[src/rtl/oled_spi_arbiter.sv]
// ---------------------------------------------------------------------------
// oled_spi_arbiter
//   Owns the single write-only SPI Mode 3 link to an SSD1331 OLED and shares
//   it between a command requester (D/C low) and a pixel-data requester
//   (D/C high). Each accepted burst is framed in one CS-low window and
//   serialised MSB-first. SCK idles high, MOSI changes on the SCK falling edge
//   and the slave samples on the rising edge.
//
// Parameters
//   CLK_DIV    sclk cycles per SCK half-period (>= 1)
//   CS_GAP     sclk cycles CS is held high between bursts (>= 1)
//
// Ports
//   sclk        system clock
//   rst         synchronous active-high reset
//   cmd_valid   command byte available
//   cmd_data    command byte
//   cmd_last    final byte of the command burst
//   cmd_ready   command byte accepted this cycle (combinational)
//   dat_valid   pixel byte available
//   dat_data    pixel byte
//   dat_last    final byte of the pixel burst
//   dat_ready   pixel byte accepted this cycle (combinational)
//   cs          SPI chip select, active low (registered)
//   spi_sck     SPI clock, idles high (registered)
//   mosi        SPI data (registered)
//   dc_c        0 = command, 1 = data (registered)
//   busy        high whenever the arbiter is not idle (registered)
// ---------------------------------------------------------------------------
module oled_spi_arbiter #(
  parameter int unsigned CLK_DIV = 8,
  parameter int unsigned CS_GAP  = 4
) (
  input  logic       sclk,
  input  logic       rst,
  input  logic       cmd_valid,
  input  logic [7:0] cmd_data,
  input  logic       cmd_last,
  output logic       cmd_ready,
  input  logic       dat_valid,
  input  logic [7:0] dat_data,
  input  logic       dat_last,
  output logic       dat_ready,
  output logic       cs,
  output logic       spi_sck,
  output logic       mosi,
  output logic       dc_c,
  output logic       busy
);

  // Divider counter is shared by the SETUP, SHIFT and GAP phases.
  localparam int unsigned DIV_MAX = (CLK_DIV > CS_GAP) ? CLK_DIV : CS_GAP;
  localparam int unsigned DIV_W   = $clog2(DIV_MAX + 1);
  localparam logic [DIV_W-1:0] DIV_END = DIV_W'(CLK_DIV - 1);
  localparam logic [DIV_W-1:0] GAP_END = DIV_W'(CS_GAP - 1);

  if (CLK_DIV < 1) begin : g_bad_clk_div
    $error("oled_spi_arbiter: CLK_DIV must be at least 1");
  end
  if (CS_GAP < 1) begin : g_bad_cs_gap
    $error("oled_spi_arbiter: CS_GAP must be at least 1");
  end

  typedef enum logic [2:0] {
    ST_IDLE  = 3'd0,
    ST_SETUP = 3'd1,
    ST_SHIFT = 3'd2,
    ST_NEXT  = 3'd3,
    ST_GAP   = 3'd4
  } state_e;

  state_e           state_q;
  logic [DIV_W-1:0] div_q;
  logic [2:0]       bit_q;
  logic [7:0]       shreg_q;
  logic             last_q;
  logic             grant_q;
  logic             cs_q;
  logic             sck_q;
  logic             mosi_q;
  logic             dc_q;
  logic             busy_q;

  logic             acc_c;
  logic [7:0]       acc_data_c;
  logic             acc_last_c;

  // Ready pulses: fixed priority in IDLE, only the granted channel in NEXT.
  assign cmd_ready = !rst && cmd_valid &&
                     ((state_q == ST_IDLE) || ((state_q == ST_NEXT) && !grant_q));
  assign dat_ready = !rst && dat_valid &&
                     (((state_q == ST_IDLE) && !cmd_valid) ||
                      ((state_q == ST_NEXT) && grant_q));

  assign acc_c      = cmd_ready | dat_ready;
  assign acc_data_c = cmd_ready ? cmd_data : dat_data;
  assign acc_last_c = cmd_ready ? cmd_last : dat_last;

  // Link state machine; every pin is a register updated here.
  always_ff @(posedge sclk) begin
    if (rst) begin
      state_q <= ST_IDLE;
      div_q   <= '0;
      bit_q   <= 3'd0;
      shreg_q <= 8'h00;
      last_q  <= 1'b0;
      grant_q <= 1'b0;
      cs_q    <= 1'b1;
      sck_q   <= 1'b1;
      mosi_q  <= 1'b0;
      dc_q    <= 1'b0;
      busy_q  <= 1'b0;
    end else begin
      case (state_q)
        ST_IDLE: begin
          if (acc_c) begin
            // The only place dc changes: CS is still high this cycle.
            grant_q <= dat_ready;
            dc_q    <= dat_ready;
            shreg_q <= acc_data_c;
            last_q  <= acc_last_c;
            mosi_q  <= acc_data_c[7];
            cs_q    <= 1'b0;
            div_q   <= '0;
            busy_q  <= 1'b1;
            state_q <= ST_SETUP;
          end
        end

        // CS setup time with SCK high and the first data bit already on MOSI.
        ST_SETUP: begin
          if (div_q == DIV_END) begin
            div_q   <= '0;
            bit_q   <= 3'd7;
            sck_q   <= 1'b0;
            state_q <= ST_SHIFT;
          end else begin
            div_q <= div_q + DIV_W'(1);
          end
        end

        // sck_q doubles as the phase flag: low phase then high phase per bit.
        ST_SHIFT: begin
          if (div_q != DIV_END) begin
            div_q <= div_q + DIV_W'(1);
          end else begin
            div_q <= '0;
            if (!sck_q) begin
              sck_q <= 1'b1;
            end else if (bit_q != 3'd0) begin
              // Falling edge: present the next bit.
              bit_q   <= bit_q - 3'd1;
              sck_q   <= 1'b0;
              mosi_q  <= shreg_q[6];
              shreg_q <= {shreg_q[6:0], 1'b0};
            end else if (last_q) begin
              cs_q    <= 1'b1;
              state_q <= ST_GAP;
            end else begin
              state_q <= ST_NEXT;
            end
          end
        end

        // Hold CS low with SCK high until the granted requester supplies more.
        ST_NEXT: begin
          if (acc_c) begin
            shreg_q <= acc_data_c;
            last_q  <= acc_last_c;
            mosi_q  <= acc_data_c[7];
            sck_q   <= 1'b0;
            bit_q   <= 3'd7;
            div_q   <= '0;
            state_q <= ST_SHIFT;
          end
        end

        // CS high recovery between bursts.
        ST_GAP: begin
          if (div_q == GAP_END) begin
            div_q   <= '0;
            busy_q  <= 1'b0;
            state_q <= ST_IDLE;
          end else begin
            div_q <= div_q + DIV_W'(1);
          end
        end

        default: begin
          state_q <= ST_IDLE;
          cs_q    <= 1'b1;
          sck_q   <= 1'b1;
          busy_q  <= 1'b0;
        end
      endcase
    end
  end

  assign cs      = cs_q;
  assign spi_sck = sck_q;
  assign mosi    = mosi_q;
  assign dc_c    = dc_q;
  assign busy    = busy_q;

endmodule

[config.mk]
export PLATFORM = sky130hd
export DESIGN_NAME = oled_spi_arbiter
export DESIGN_NICKNAME = d
export VERILOG_FILES = /design/src/rtl/oled_spi_arbiter.sv
export SDC_FILE = /design/constraint.sdc
export NUM_CORES = 1
export LEC_CHECK = 0
export ABC_AREA = 1
export BUFFER_PORTS_ARGS = -buffer_cell sky130_fd_sc_hd__buf_2
export CORE_MARGIN = 1
export CORE_UTILIZATION = 50
export CTS_CLUSTER_DIAMETER = 60
export DETAILED_ROUTE_END_ITERATION = 12
export PLACE_DENSITY = 0.76
export SLEW_MARGIN = 20
export SYNTH_ARGS = -nofsm -noshare
export SYNTH_HDL_FRONTEND = slang
export SYNTH_SLANG_ARGS = --single-unit
[constraint.sdc]
create_clock -name sclk -period 1.45 [get_ports sclk]
set_input_delay 0 -clock sclk [delete_from_list [all_inputs] [get_ports sclk]]
set_output_delay 0 -clock sclk [all_outputs]
set_load 0.05 [all_outputs]
==> parameters.txt, run 1 <==
Parameter                              Value

Outcome
  Result of the run ... finished with violations
  Failing checks ... hold timing, setup timing

Timing
  WHS ... -0.0004390 ns
  Final period demand of the worst path ... 1.659 ns
  Worst clock skew on the final layout ... 0.008813 ns
  Final setup viols ... 22
  RSZ-0062 raised after global routing ... true
  Final worst-path setup slack ... -0.2090 ns
  Setup TNS after final layout ... -2.345 ns
  Final-report hold violation count ... 1
  Peak clock frequency supported by timing ... 0.6028 GHz
  Post-route fraction of the period consumed by the critical path ... 114.4%
  Max-slew headroom at the worst pin ... 58.59%
  Pins over their slew limit ... 0
  Worst-margin pin slew ... 0.6205 ns

Routing
  Via count ... 1865
  Number of routed nets with antenna violations ... 0
  Number of vias per cell after detailed routing ... 5.195
  Number of violations reported at the end of detailed-routing iteration 0 ... 69
  Avg WL per Cell ... 13.95 um
  First drt pass iteration count ... 4
  Final routed DRC violation total ... 0
  Post-Route WL ... 5.008 mm

Worst hold path
  Hold path start ... cmd_data[3]
  Number of cells traversed by the worst hold path ... 5
  Endpoint of the worst hold path ... shreg_q[3]$_SDFFE_PP0P_
  Type of the tightest min-delay check ... in -> reg

Worst setup path
  Start-to-end type of the worst setup path ... reg -> reg
  Data arrival time of the critical path ... 1.92 ns
  Max Fanout on Critical Path ... 7
  Critical path data required time ... 1.71 ns
  Number of cells on the worst reg-to-reg path ... 10
  Launching point of the worst reg2reg path ... state_q[1]$_SDFFE_PP0P_
  Kind of end point of the critical path ... flip-flop
  Critical Path Source Type ... flip-flop
  Worst reg2reg path endpoint ... state_q[0]$_SDFFE_PP0P_
  Setup slack of the worst register-to-register path ... -0.21 ns

Flow run
  Maxcap violations ... 0

Die
  Height of the die ... 58.88 um
  Starting Density ... 52.99%
  Top-level port count ... 29
  Core outline area ... 0.003053 mm2
  Number of standard-cell rows in the floorplan ... 20
  Area of the die ... 0.003467 mm2
  Die width ... 58.88 um

GRT
  Global Route met1 Usage ... 33.06%
  Initial antenna violation count ... 0
  Via count of the first global-routing pass ... 1538
  Total congestion overflow ... 0
  Global-route met2 utilization ... 42.53%
  GRT met3 Usage ... 3.297%
  Global-route layer with the greatest usage ... met2
  Wire length of the first global-routing pass ... 6.782 mm
  Largest net degree at the start of global routing ... 18
  Total GRT Usage ... 25.62%

Placed design
  Post-placement cell area ... 0.001917 mm2
  Number of instances in the placed design ... 334
  Number of buffers added on ports ... 28
  Placed wire-length estimate ... 2.636 mm
  Final Wtd Congestion ... 0.8524

Yosys
  Portion of the post-synthesis area used by sequential elements ... 28.46%
  Cell area after synthesis ... 0.001618 mm2
  List of most frequent post-synthesis cells ... nand2_1, inv_1, nor2_1
  Number of warning messages in the yosys log ... 0
  Cell with the most instances after synthesis ... nand2_1
  Avg Cell Area, Syn ... 6.497 um2
  Number of distinct library cells after synthesis ... 26
  Seq cells post-synth ... 23
  Nets in the synthesized netlist ... 274
  Fraction of synthesized cell area taken by the top area cell type ... 28.46%
  Number of synthesized flops with an enable pin ... 0
  Largest area contributor in the netlist ... dfxtp_1
  Async S/R FF share, synth ... 0%
  Cells taking the most area after synthesis ... dfxtp_1, nand2_1, inv_1
  Cell count after synthesis ... 249
  Most common flop cell mapped by yosys ... dfxtp_1

Clock tree
  Maximum clock path buffer count ... 2
  CTS H-tree depth ... 1
  Buffer type at the clock tree root ... clkbuf_4
  Skew-Pair Late Insertion Delay ... 0.34 ns
  Clock sink count ... 23
  Clock transition at the registers of the reported paths ... 0.14 ns
  Num CTS Buffers ... 3
  Clock tree from TritonCTS ... yes

Finish
  Cell area after layout ... 0.002360 mm2
  Number of diodes ... 0
  Synth-to-Final Area Change ... 45.86%
  Number of inserted filler cells in the final layout ... 222
  Layout cells sized above 1 ... 40.95%
  Post-route insts no fill ... 359
  Final #Nets ... 341
  Util after Layout ... 77.30%

Power
  Maximum ir drop on the vdd rail ... 1036 uV
  Power density cells ... 1671 mW/mm2
  Cell leakage power ... 1.130 nW
## routing by layer
layer  vias up  share of wire (%)
li1        911                  -
met1       839                 40
met2        96                 50
met3        19                6.5
met4         0                3.8
met5         -                  0
## flip-flops by register name (all words and copies together) (netlist names)
name / count
spi_sck: 1
div_q: 4
last_q: 1
mosi: 1
state_q: 3
busy: 1
bit_q: 3
shreg_q: 7
dc_c: 1
cs: 1
## metrics by stage
stage	hold slack, ns	setup WS, ns	power, mW
floorplan	0.1606	-0.007277	2.359
CTS	0.02333	-0.02303	3.406
global placement	0.2705	-0.03622	2.731
global route	0.03129	-0.2526	4.168
finish	-0.0004390	-0.2090	3.943
detailed placement	0.2748	-0.06228	2.760
## critical path, cell delays in order, from the launching register on
cell	delay (ns)
dfxtp_2	0.40
buf_6	0.16
nand4_1	0.11
nand2_1	0.10
nand2_2	0.08
buf_12	0.14
nand3_4	0.16
nand2_4	0.12
inv_2	0.09
nor2_2	0.04
nor2_1	0.16
## area by class of cell
cell class | instances | area [um2] | area share [%]
Inverter | 39 | 163.9 | 6.946
Tap cell | 44 | 55.05 | 2.333
Multi-Input combinational cell | 182 | 1130 | 47.88
Timing Repair Buffer | 67 | 509.2 | 21.58
Sequential cell | 23 | 475.5 | 20.15
Clock buffer | 4 | 26.28 | 1.113
## layout by cell type, fill, tap and decap left out, types with 7 or more instances in the layout
| cell | Yosys | final |
|---|---|---|
| nand2_1 | 74 | 63 |
| buf_2 | 1 | 26 |
| nand2_4 | 6 | 7 |
| buf_6 | 4 | 9 |
| nand2_2 | 0 | 9 |
| o21ai_0 | 14 | 7 |
| nor2_1 | 32 | 29 |
| buf_4 | 0 | 25 |
| dfxtp_1 | 23 | 15 |
| a21oi_2 | 0 | 7 |
| nand3_4 | 4 | 8 |
| nand3_1 | 15 | 12 |
| a21oi_1 | 16 | 8 |
| inv_1 | 35 | 30 |
## cells by family after synthesis
kind of cell / after synthesis / share of synthesized area, %
DFF: 23 / 28.46
AOI/OAI and AO/OA: 34 / 11.52
adders and majority gates: 3 / 2.320
buffers and inverters: 45 / 13.46
xor gates and xnor gates: 3 / 1.624
and+or+nand+nor: 141 / 42.61
## worst max path at each step
stage / cells past startpoint / slack (ns) / end / startpoint
after floorplan: 9 / -0.007 / last_q$_SDFFE_PP0P_ / state_q[1]$_SDFFE_PP0P_
after global placement: 8 / -0.04 / div_q[0]$_SDFFE_PP0P_ / state_q[1]$_SDFFE_PP0P_
after detailed placement: 8 / -0.06 / shreg_q[4]$_SDFFE_PP0P_ / state_q[1]$_SDFFE_PP0P_
after CTS: 7 / -0.02 / dat_ready / state_q[1]$_SDFFE_PP0P_
after global routing: 10 / -0.25 / state_q[0]$_SDFFE_PP0P_ / state_q[1]$_SDFFE_PP0P_
final: 10 / -0.21 / state_q[0]$_SDFFE_PP0P_ / state_q[1]$_SDFFE_PP0P_
## report_power, final
part / switching, mW / total (mW) / leakage [nW] / internal, mW
registers: 0.123 / 0.938 / 0.192 / 0.815
clock network: 0.227 / 0.335 / 0.0150 / 0.108
logic: 1.62 / 2.67 / 0.924 / 1.05
## timing repair
item                       4_1_cts  5_1_grt
cloned                           1        0
setup endpoints to repair       20       24
hold endpoints to repair         6        0
gates resized for setup         28       41
pin swaps                       10       21
hold buffers                     4        0
setup buffers                   11        6
Note: power is estimated with default switching activity, not from simulation.
==> run 2: changes to the inputs <==
--- a/config.mk
+++ b/config.mk
@@ -12,6 +12,7 @@
 export CTS_CLUSTER_DIAMETER = 60
 export DETAILED_ROUTE_END_ITERATION = 12
 export PLACE_DENSITY = 0.76
+export RECOVER_POWER = 100
 export SLEW_MARGIN = 20
 export SYNTH_ARGS = -nofsm -noshare
 export SYNTH_HDL_FRONTEND = slang
==> run 2 against run 1 <==
  * The flow finishes with violations (setup timing)
  * Final area fell by 0.26%
  * Wire length increased by 0.82%
  * Sequential cell count is the same
  * Via count up 1.1%
  * Clock skew rose by 0.0011 ns
  * Non-clock buffer count did not move
  * Power about the same
  * Final cell count unchanged
  * Sequential share of layout area grew 0.054 points
  * Largest cell class unchanged
  * Highest routed layer unchanged
==> parameters.txt, run 2 (synthesis results as in run 1) <==
Parameter                              Value

Timing
  Worst-margin pin slew ... 0.6211 ns
  RSZ-0062 raised after global routing ... true
  Pins over their slew limit ... 0
  Final worst-path setup slack ... -0.2095 ns
  Final period demand of the worst path ... 1.660 ns
  Final setup viols ... 22
  Worst clock skew on the final layout ... 0.009949 ns
  Max-slew headroom at the worst pin ... 58.55%
  Setup TNS after final layout ... -2.395 ns
  Peak clock frequency supported by timing ... 0.6026 GHz
  Post-route fraction of the period consumed by the critical path ... 114.5%
  Final-report hold violation count ... 0

Power
  Sequential group share of total power ... 23.8%
  Combinational share of power ... 67.7%
  Power density cells ... 1674 mW/mm2
  Power dissipated by switching net loads ... 1.972 mW
  Cell leakage power ... 1.116 nW
  Maximum ir drop on the vdd rail ... 1040 uV
  Clock share of power ... 8.5%
  Cell internal power dissipation ... 1.968 mW
  Total power of the final layout ... 3.940 mW
  Share of total power consumed by net switching ... 50.05%

Placed design
  Number of instances in the placed design ... 334
  Worst slack at placement ... -0.06228 ns
  Number of buffers added on ports ... 28
  Final Wtd Congestion ... 0.8524
  Post-placement cell area ... 0.001917 mm2
  Placed wire-length estimate ... 2.636 mm

Flow run
  Maxcap violations ... 0

Worst setup path
  Setup slack of the worst register-to-register path ... -0.21 ns
  Kind of end point of the critical path ... flip-flop
  Highest-delay cell along the critical path ... dfxtp_4
  Max Fanout on Critical Path ... 6
  Critical Path Max Stage Delay ... 0.40 ns
  Number of cells on the worst reg-to-reg path ... 10
  Worst reg2reg path endpoint ... state_q[0]$_SDFFE_PP0P_
  Launching point of the worst reg2reg path ... state_q[0]$_SDFFE_PP0P_
  Buf+Inv Stages, Crit Path ... 2
  Critical Path Source Type ... flip-flop
  Crit-path leading delay family ... simple AND/OR/NAND/NOR gates
  Data arrival time of the critical path ... 1.92 ns
  Start-to-end type of the worst setup path ... reg -> reg
  Critical path data required time ... 1.71 ns
  Worst path cell trace ... nor2_4 -> nand3_1 -> nand2_1 -> nand2_2 -> buf_12 -> nand3_4 -> nand2_4 -> inv_2 -> nor2_2 -> nor2_1

Routing
  Number of vias per cell after detailed routing ... 5.253
  Number of violations reported at the end of detailed-routing iteration 0 ... 84
  Post-Route WL ... 5.049 mm
  Final routed DRC violation total ... 0
  Via count ... 1886
  Avg WL per Cell ... 14.06 um
  First drt pass iteration count ... 5
  Number of routed nets with antenna violations ... 0

Die
  Starting Density ... 52.99%
  Height of the die ... 58.88 um
  Area of the die ... 0.003467 mm2
  Die width ... 58.88 um
  Core outline area ... 0.003053 mm2
  Top-level port count ... 29
  Number of standard-cell rows in the floorplan ... 20

Worst hold path
  Number of cells traversed by the worst hold path ... 5
  Hold path start ... cmd_data[3]
  Type of the tightest min-delay check ... in -> reg
  Endpoint of the worst hold path ... shreg_q[3]$_SDFFE_PP0P_

Clock tree
  Clock tree from TritonCTS ... yes
  Skew-Pair Late Insertion Delay ... 0.34 ns
  Clock transition at the registers of the reported paths ... 0.15 ns
  Num CTS Buffers ... 3
  CTS H-tree depth ... 1
  Maximum clock path buffer count ... 2
  Clock sink count ... 23
  Buffer type at the clock tree root ... clkbuf_4

Finish
  Cell area after layout ... 0.002354 mm2
  Register name with the most flops ... shreg_q
  Number of diodes ... 0
  Largest registers ... shreg_q x7, div_q x4
  Layout cells sized above 1 ... 39.37%
  Flip-flop count of the largest register, all copies and words added ... 7
  Most common cell after layout, fill and taps aside ... nand2_1
  Commonest cells after routing, fill and taps aside ... nand2_1, inv_1, nor2_1, buf_4, buf_2
  Post-route insts no fill ... 359
  Final #Nets ... 341
  Synth-to-Final Area Change ... 45.48%

GRT
  Total congestion overflow ... 0
  Total GRT Usage ... 25.62%
  Wire length of the first global-routing pass ... 6.782 mm
  Initial antenna violation count ... 0
  Largest net degree at the start of global routing ... 18
  Via count of the first global-routing pass ... 1538

Outcome
  Result of the run ... finished with violations
  Failing checks ... setup timing
## run 2: worst register-to-register path: cells and delay by family, from the launching register on
| kind | cells | cell delay [ns] |
|---|---|---|
| buffers and inverters | 2 | 0.23 |
| DFF | 1 | 0.40 |
| and+or+nand+nor | 8 | 0.94 |
## run 2: final cells by class
| type | count | area, um2 |
|---|---|---|
| Tap cell | 44 | 55.05 |
| Clock buffer | 4 | 26.28 |
| Sequential cell | 23 | 475.5 |
| Inverter | 39 | 163.9 |
| Multi-Input combinational cell | 182 | 1130 |
| Timing Repair Buffer | 67 | 503.0 |
| Fill cell | 226 | 699.4 |
## run 2: power by group through the flow
stage	combinational, mW	clock (mW)	sequential [mW]
after floorplan	1.32	0	1.04
after global placement	1.80	0	0.936
after detailed placement	1.82	0	0.941
after CTS	2.16	0.328	0.922
after global routing	2.85	0.355	0.953
final	2.67	0.337	0.938
## run 2: how the worst max path moves through the flow
stage	start	endpoint	slack, ns	cells after the start
floorplan	state_q[1]$_SDFFE_PP0P_	last_q$_SDFFE_PP0P_	-0.007	9
global route	state_q[1]$_SDFFE_PP0P_	state_q[0]$_SDFFE_PP0P_	-0.25	10
detailed placement	state_q[1]$_SDFFE_PP0P_	shreg_q[4]$_SDFFE_PP0P_	-0.06	8
CTS	state_q[1]$_SDFFE_PP0P_	dat_ready	-0.02	7
finish	state_q[0]$_SDFFE_PP0P_	state_q[0]$_SDFFE_PP0P_	-0.21	10
global placement	state_q[1]$_SDFFE_PP0P_	div_q[0]$_SDFFE_PP0P_	-0.04	8
## run 2: metrics by stage
step	hold slack [ns]	util [%]
global route	0.03129	77.09
floorplan	0.1606	-
CTS	0.02333	71.31
global placement	0.2705	62.79
finish	0.002174	77.09
detailed placement	0.2748	62.79
## run 2: routing by layer
layer | wire [um] | part of all wire (%) | vias to the layer above | GRT usage, %
li1 | - | - | 912 | -
met3 | 301 | 6.0 | 21 | 3.297
met4 | 206 | 4.1 | 0 | 11.56
met1 | 2045 | 41 | 858 | 33.06
met2 | 2496 | 49 | 95 | 42.53
met5 | 0 | 0 | - | 0
## run 2: timing repair
item / in CTS / in global routing
hold buffers: 4 / 0
endpoints found under the setup margin: 20 / 24
resized for setup: 28 / 41
pin swaps: 10 / 21
cloned: 1 / 0
setup buffers: 11 / 6
endpoints found under the hold margin: 6 / 0
==> run 3: changes to the inputs <==
--- a/config.mk
+++ b/config.mk
@@ -7,12 +7,14 @@
 export LEC_CHECK = 0
 export ABC_AREA = 1
 export BUFFER_PORTS_ARGS = -buffer_cell sky130_fd_sc_hd__buf_2
-export CORE_MARGIN = 1
+export CORE_MARGIN = 2
 export CORE_UTILIZATION = 50
+export CTS_BUF_LIST = sky130_fd_sc_hd__clkbuf_16
 export CTS_CLUSTER_DIAMETER = 60
 export DETAILED_ROUTE_END_ITERATION = 12
 export PLACE_DENSITY = 0.76
 export RECOVER_POWER = 100
+export REMOVE_ABC_BUFFERS = 1
 export SLEW_MARGIN = 20
 export SYNTH_ARGS = -nofsm -noshare
 export SYNTH_HDL_FRONTEND = slang
==> run 3 against run 2 <==
  * The run still ends with setup timing left
  * Sequential cell count unchanged
  * Sequential share of layout area is 0.064 points higher
  * Via count is 0.48% lower
  * Wire length fell by 6.1%
  * Clock-buffer cell count shrank 1
  * Clock power is 80% higher
  * Die area is 6.9% higher
  * Non-clock buffer count rose by 2
  * Sequential power increased by 1%
  * Power grew 5.5%
  * Largest power group unchanged
  * Highest routed layer unchanged
==> parameters.txt, run 3 (synthesis results as in run 1) <==
Parameter                              Value

Worst hold path
  Type of the tightest min-delay check ... in -> reg

Die
  Die width ... 60.88 um
  Height of the die ... 60.88 um
  Starting Density ... 52.56%
  Top-level port count ... 29
  Number of standard-cell rows in the floorplan ... 20
  Core outline area ... 0.003078 mm2
  Area of the die ... 0.003706 mm2

Finish
  Register name with the most flops ... shreg_q
  Largest registers ... shreg_q x7, div_q x4
  Most common cell after layout, fill and taps aside ... nand2_1
  Flip-flop count of the largest register, all copies and words added ... 7
  Number of diodes ... 0
  Synth-to-Final Area Change ... 45.40%
  Commonest cells after routing, fill and taps aside ... nand2_1, buf_4, inv_1, nor2_1, buf_2
  Post-route insts no fill ... 362
  Layout cells sized above 1 ... 39.94%
  Util after Layout ... 76.42%
  Cell area after layout ... 0.002352 mm2
  Final #Nets ... 344
  Number of inserted filler cells in the final layout ... 211

Clock tree
  CTS H-tree depth ... 1
  Clock sink count ... 23
  Maximum clock path buffer count ... 2
  Buffer type at the clock tree root ... clkbuf_16
  Clock tree from TritonCTS ... yes
  Num CTS Buffers ... 3
  Clock transition at the registers of the reported paths ... 0.06 ns
  CTS Hold Buffers Added ... 0
  Skew-Pair Late Insertion Delay ... 0.26 ns

Placed design
  Placed wire-length estimate ... 2.686 mm
  Final Wtd Congestion ... 0.8895
  Number of buffers added on ports ... 28
  Number of instances in the placed design ... 346
  Post-placement cell area ... 0.002007 mm2

Outcome
  Result of the run ... finished with violations
  Failing checks ... setup timing

Routing
  Avg WL per Cell ... 13.09 um
  Via count ... 1877
  First drt pass iteration count ... 4
  Final routed DRC violation total ... 0
  Number of vias per cell after detailed routing ... 5.185
  Post-Route WL ... 4.740 mm
  Number of violations reported at the end of detailed-routing iteration 0 ... 129
  Number of routed nets with antenna violations ... 0

Worst setup path
  Highest-delay cell along the critical path ... dfxtp_4
  Kind of end point of the critical path ... flip-flop
  Critical Path Max Stage Delay ... 0.38 ns
  Critical Path Source Type ... flip-flop
  Worst path cell trace ... nor2_4 -> buf_4 -> nor2_1 -> nand3_1 -> nand2_2 -> nor2_4 -> buf_4 -> nand4_1 -> a21oi_1
  Max Fanout on Critical Path ... 7
  Start-to-end type of the worst setup path ... reg -> reg
  Data arrival time of the critical path ... 1.74 ns
  Critical path data required time ... 1.62 ns

GRT
  Total GRT Usage ... 24.88%
  Via count of the first global-routing pass ... 1594
  Initial antenna violation count ... 0
  Largest net degree at the start of global routing ... 18
  Wire length of the first global-routing pass ... 6.886 mm
  Total congestion overflow ... 0

Timing
  Worst clock skew on the final layout ... 0.005395 ns
  Peak clock frequency supported by timing ... 0.6360 GHz
  Final setup viols ... 8
  Final-report hold violation count ... 0
  Max-slew headroom at the worst pin ... 60.03%
  Pins over their slew limit ... 0
  Worst-margin pin slew ... 0.5988 ns
  Post-route fraction of the period consumed by the critical path ... 108.4%
  Final period demand of the worst path ... 1.572 ns
  Final worst-path setup slack ... -0.1222 ns
  RSZ-0062 raised after global routing ... true

Flow run
  Maxcap violations ... 0

Power
  Cell leakage power ... 1.159 nW
  Maximum ir drop on the vdd rail ... 945.5 uV
  Power density cells ... 1767 mW/mm2
[run 3: cell types whose count changed in the layout (fill, tap and decap cells not counted), sizes merged]
| cell | change |
|---|---|
| clkinvlp | -2 |
| clkinv | +4 |
| buf | +6 |
| dlygate4sd3 | -4 |
| clkbuf | -1 |
[run 3: layer usage]
metal  GRT usage (%)  vias up  share of wire (%)
met2           39.02       89                 47
met3           3.412       27                6.3
met4           12.42        0                4.7
met5               0        -                  0
met1           33.51      839                 42
li1                -      922                  -
[run 3: cell type report]
class	instances	area (um2)	area share (%)
clock buffers	3	75.07	3.191
clock inverters	1	5.005	0.2128
inverters	39	163.9	6.968
multi-input cells	182	1090	46.33
flip-flops and latches	23	476.7	20.27
well taps	44	55.05	2.340
repair buffers	69	481.7	20.48
repair inverters	1	5.005	0.2128
[run 3: through the flow]
stage / hold WS, ns / worst slack (ns) / power, mW / TNS (ns)
after CTS: 0.008110 / -0.01487 / 3.780 / -0.01487
after floorplan: 0.06907 / -0.2373 / 2.237 / -1.831
after detailed placement: 0.2777 / -0.1134 / 2.923 / -0.7914
after global placement: 0.2785 / -0.1017 / 2.891 / -0.5993
after global routing: 0.04808 / -0.1836 / 4.433 / -1.518
final: 0.006364 / -0.1222 / 4.158 / -0.1777
[run 3: path summary, 6_finish.rpt]
kind	startpoint	endpoint	slack [ns]	depth (start not counted)
hold / removal	dat_last	last_q$_SDFFE_PP0P_	0.006	3
setup / recovery	state_q[0]$_SDFFE_PP0P_	state_q[2]$_SDFFE_PP0P_	-0.12	9
setup reg to reg	state_q[0]$_SDFFE_PP0P_	state_q[2]$_SDFFE_PP0P_	-0.12	9
hold reg to reg	cs$_SDFFE_PP1P_	cs$_SDFFE_PP1P_	0.48	2
[run 3: critical path, delay by kind of cell (launching register included)]
| family | cells | cell delay (ns) |
|---|---|---|
| DFF | 1 | 0.38 |
| AOI/OAI and AO/OA | 1 | 0.18 |
| buffers and inverters | 2 | 0.28 |
| and+or+nand+nor | 6 | 0.66 |
[run 3: what timing repair did]
item | 4_1_cts | 5_1_grt
pin swaps | 10 | 13
setup endpoints to repair | 16 | 23
cloned | 1 | 1
gates resized for setup | 31 | 41
setup buffers | 7 | 4
endpoints found under the hold margin | 0 | 0
[run 3: report_power, final]
part / switching, mW / total (mW) / internal (mW) / leakage [nW]
combinational: 1.53 / 2.60 / 1.07 / 0.926
clock: 0.237 / 0.608 / 0.371 / 0.0409
sequential: 0.134 / 0.951 / 0.817 / 0.193
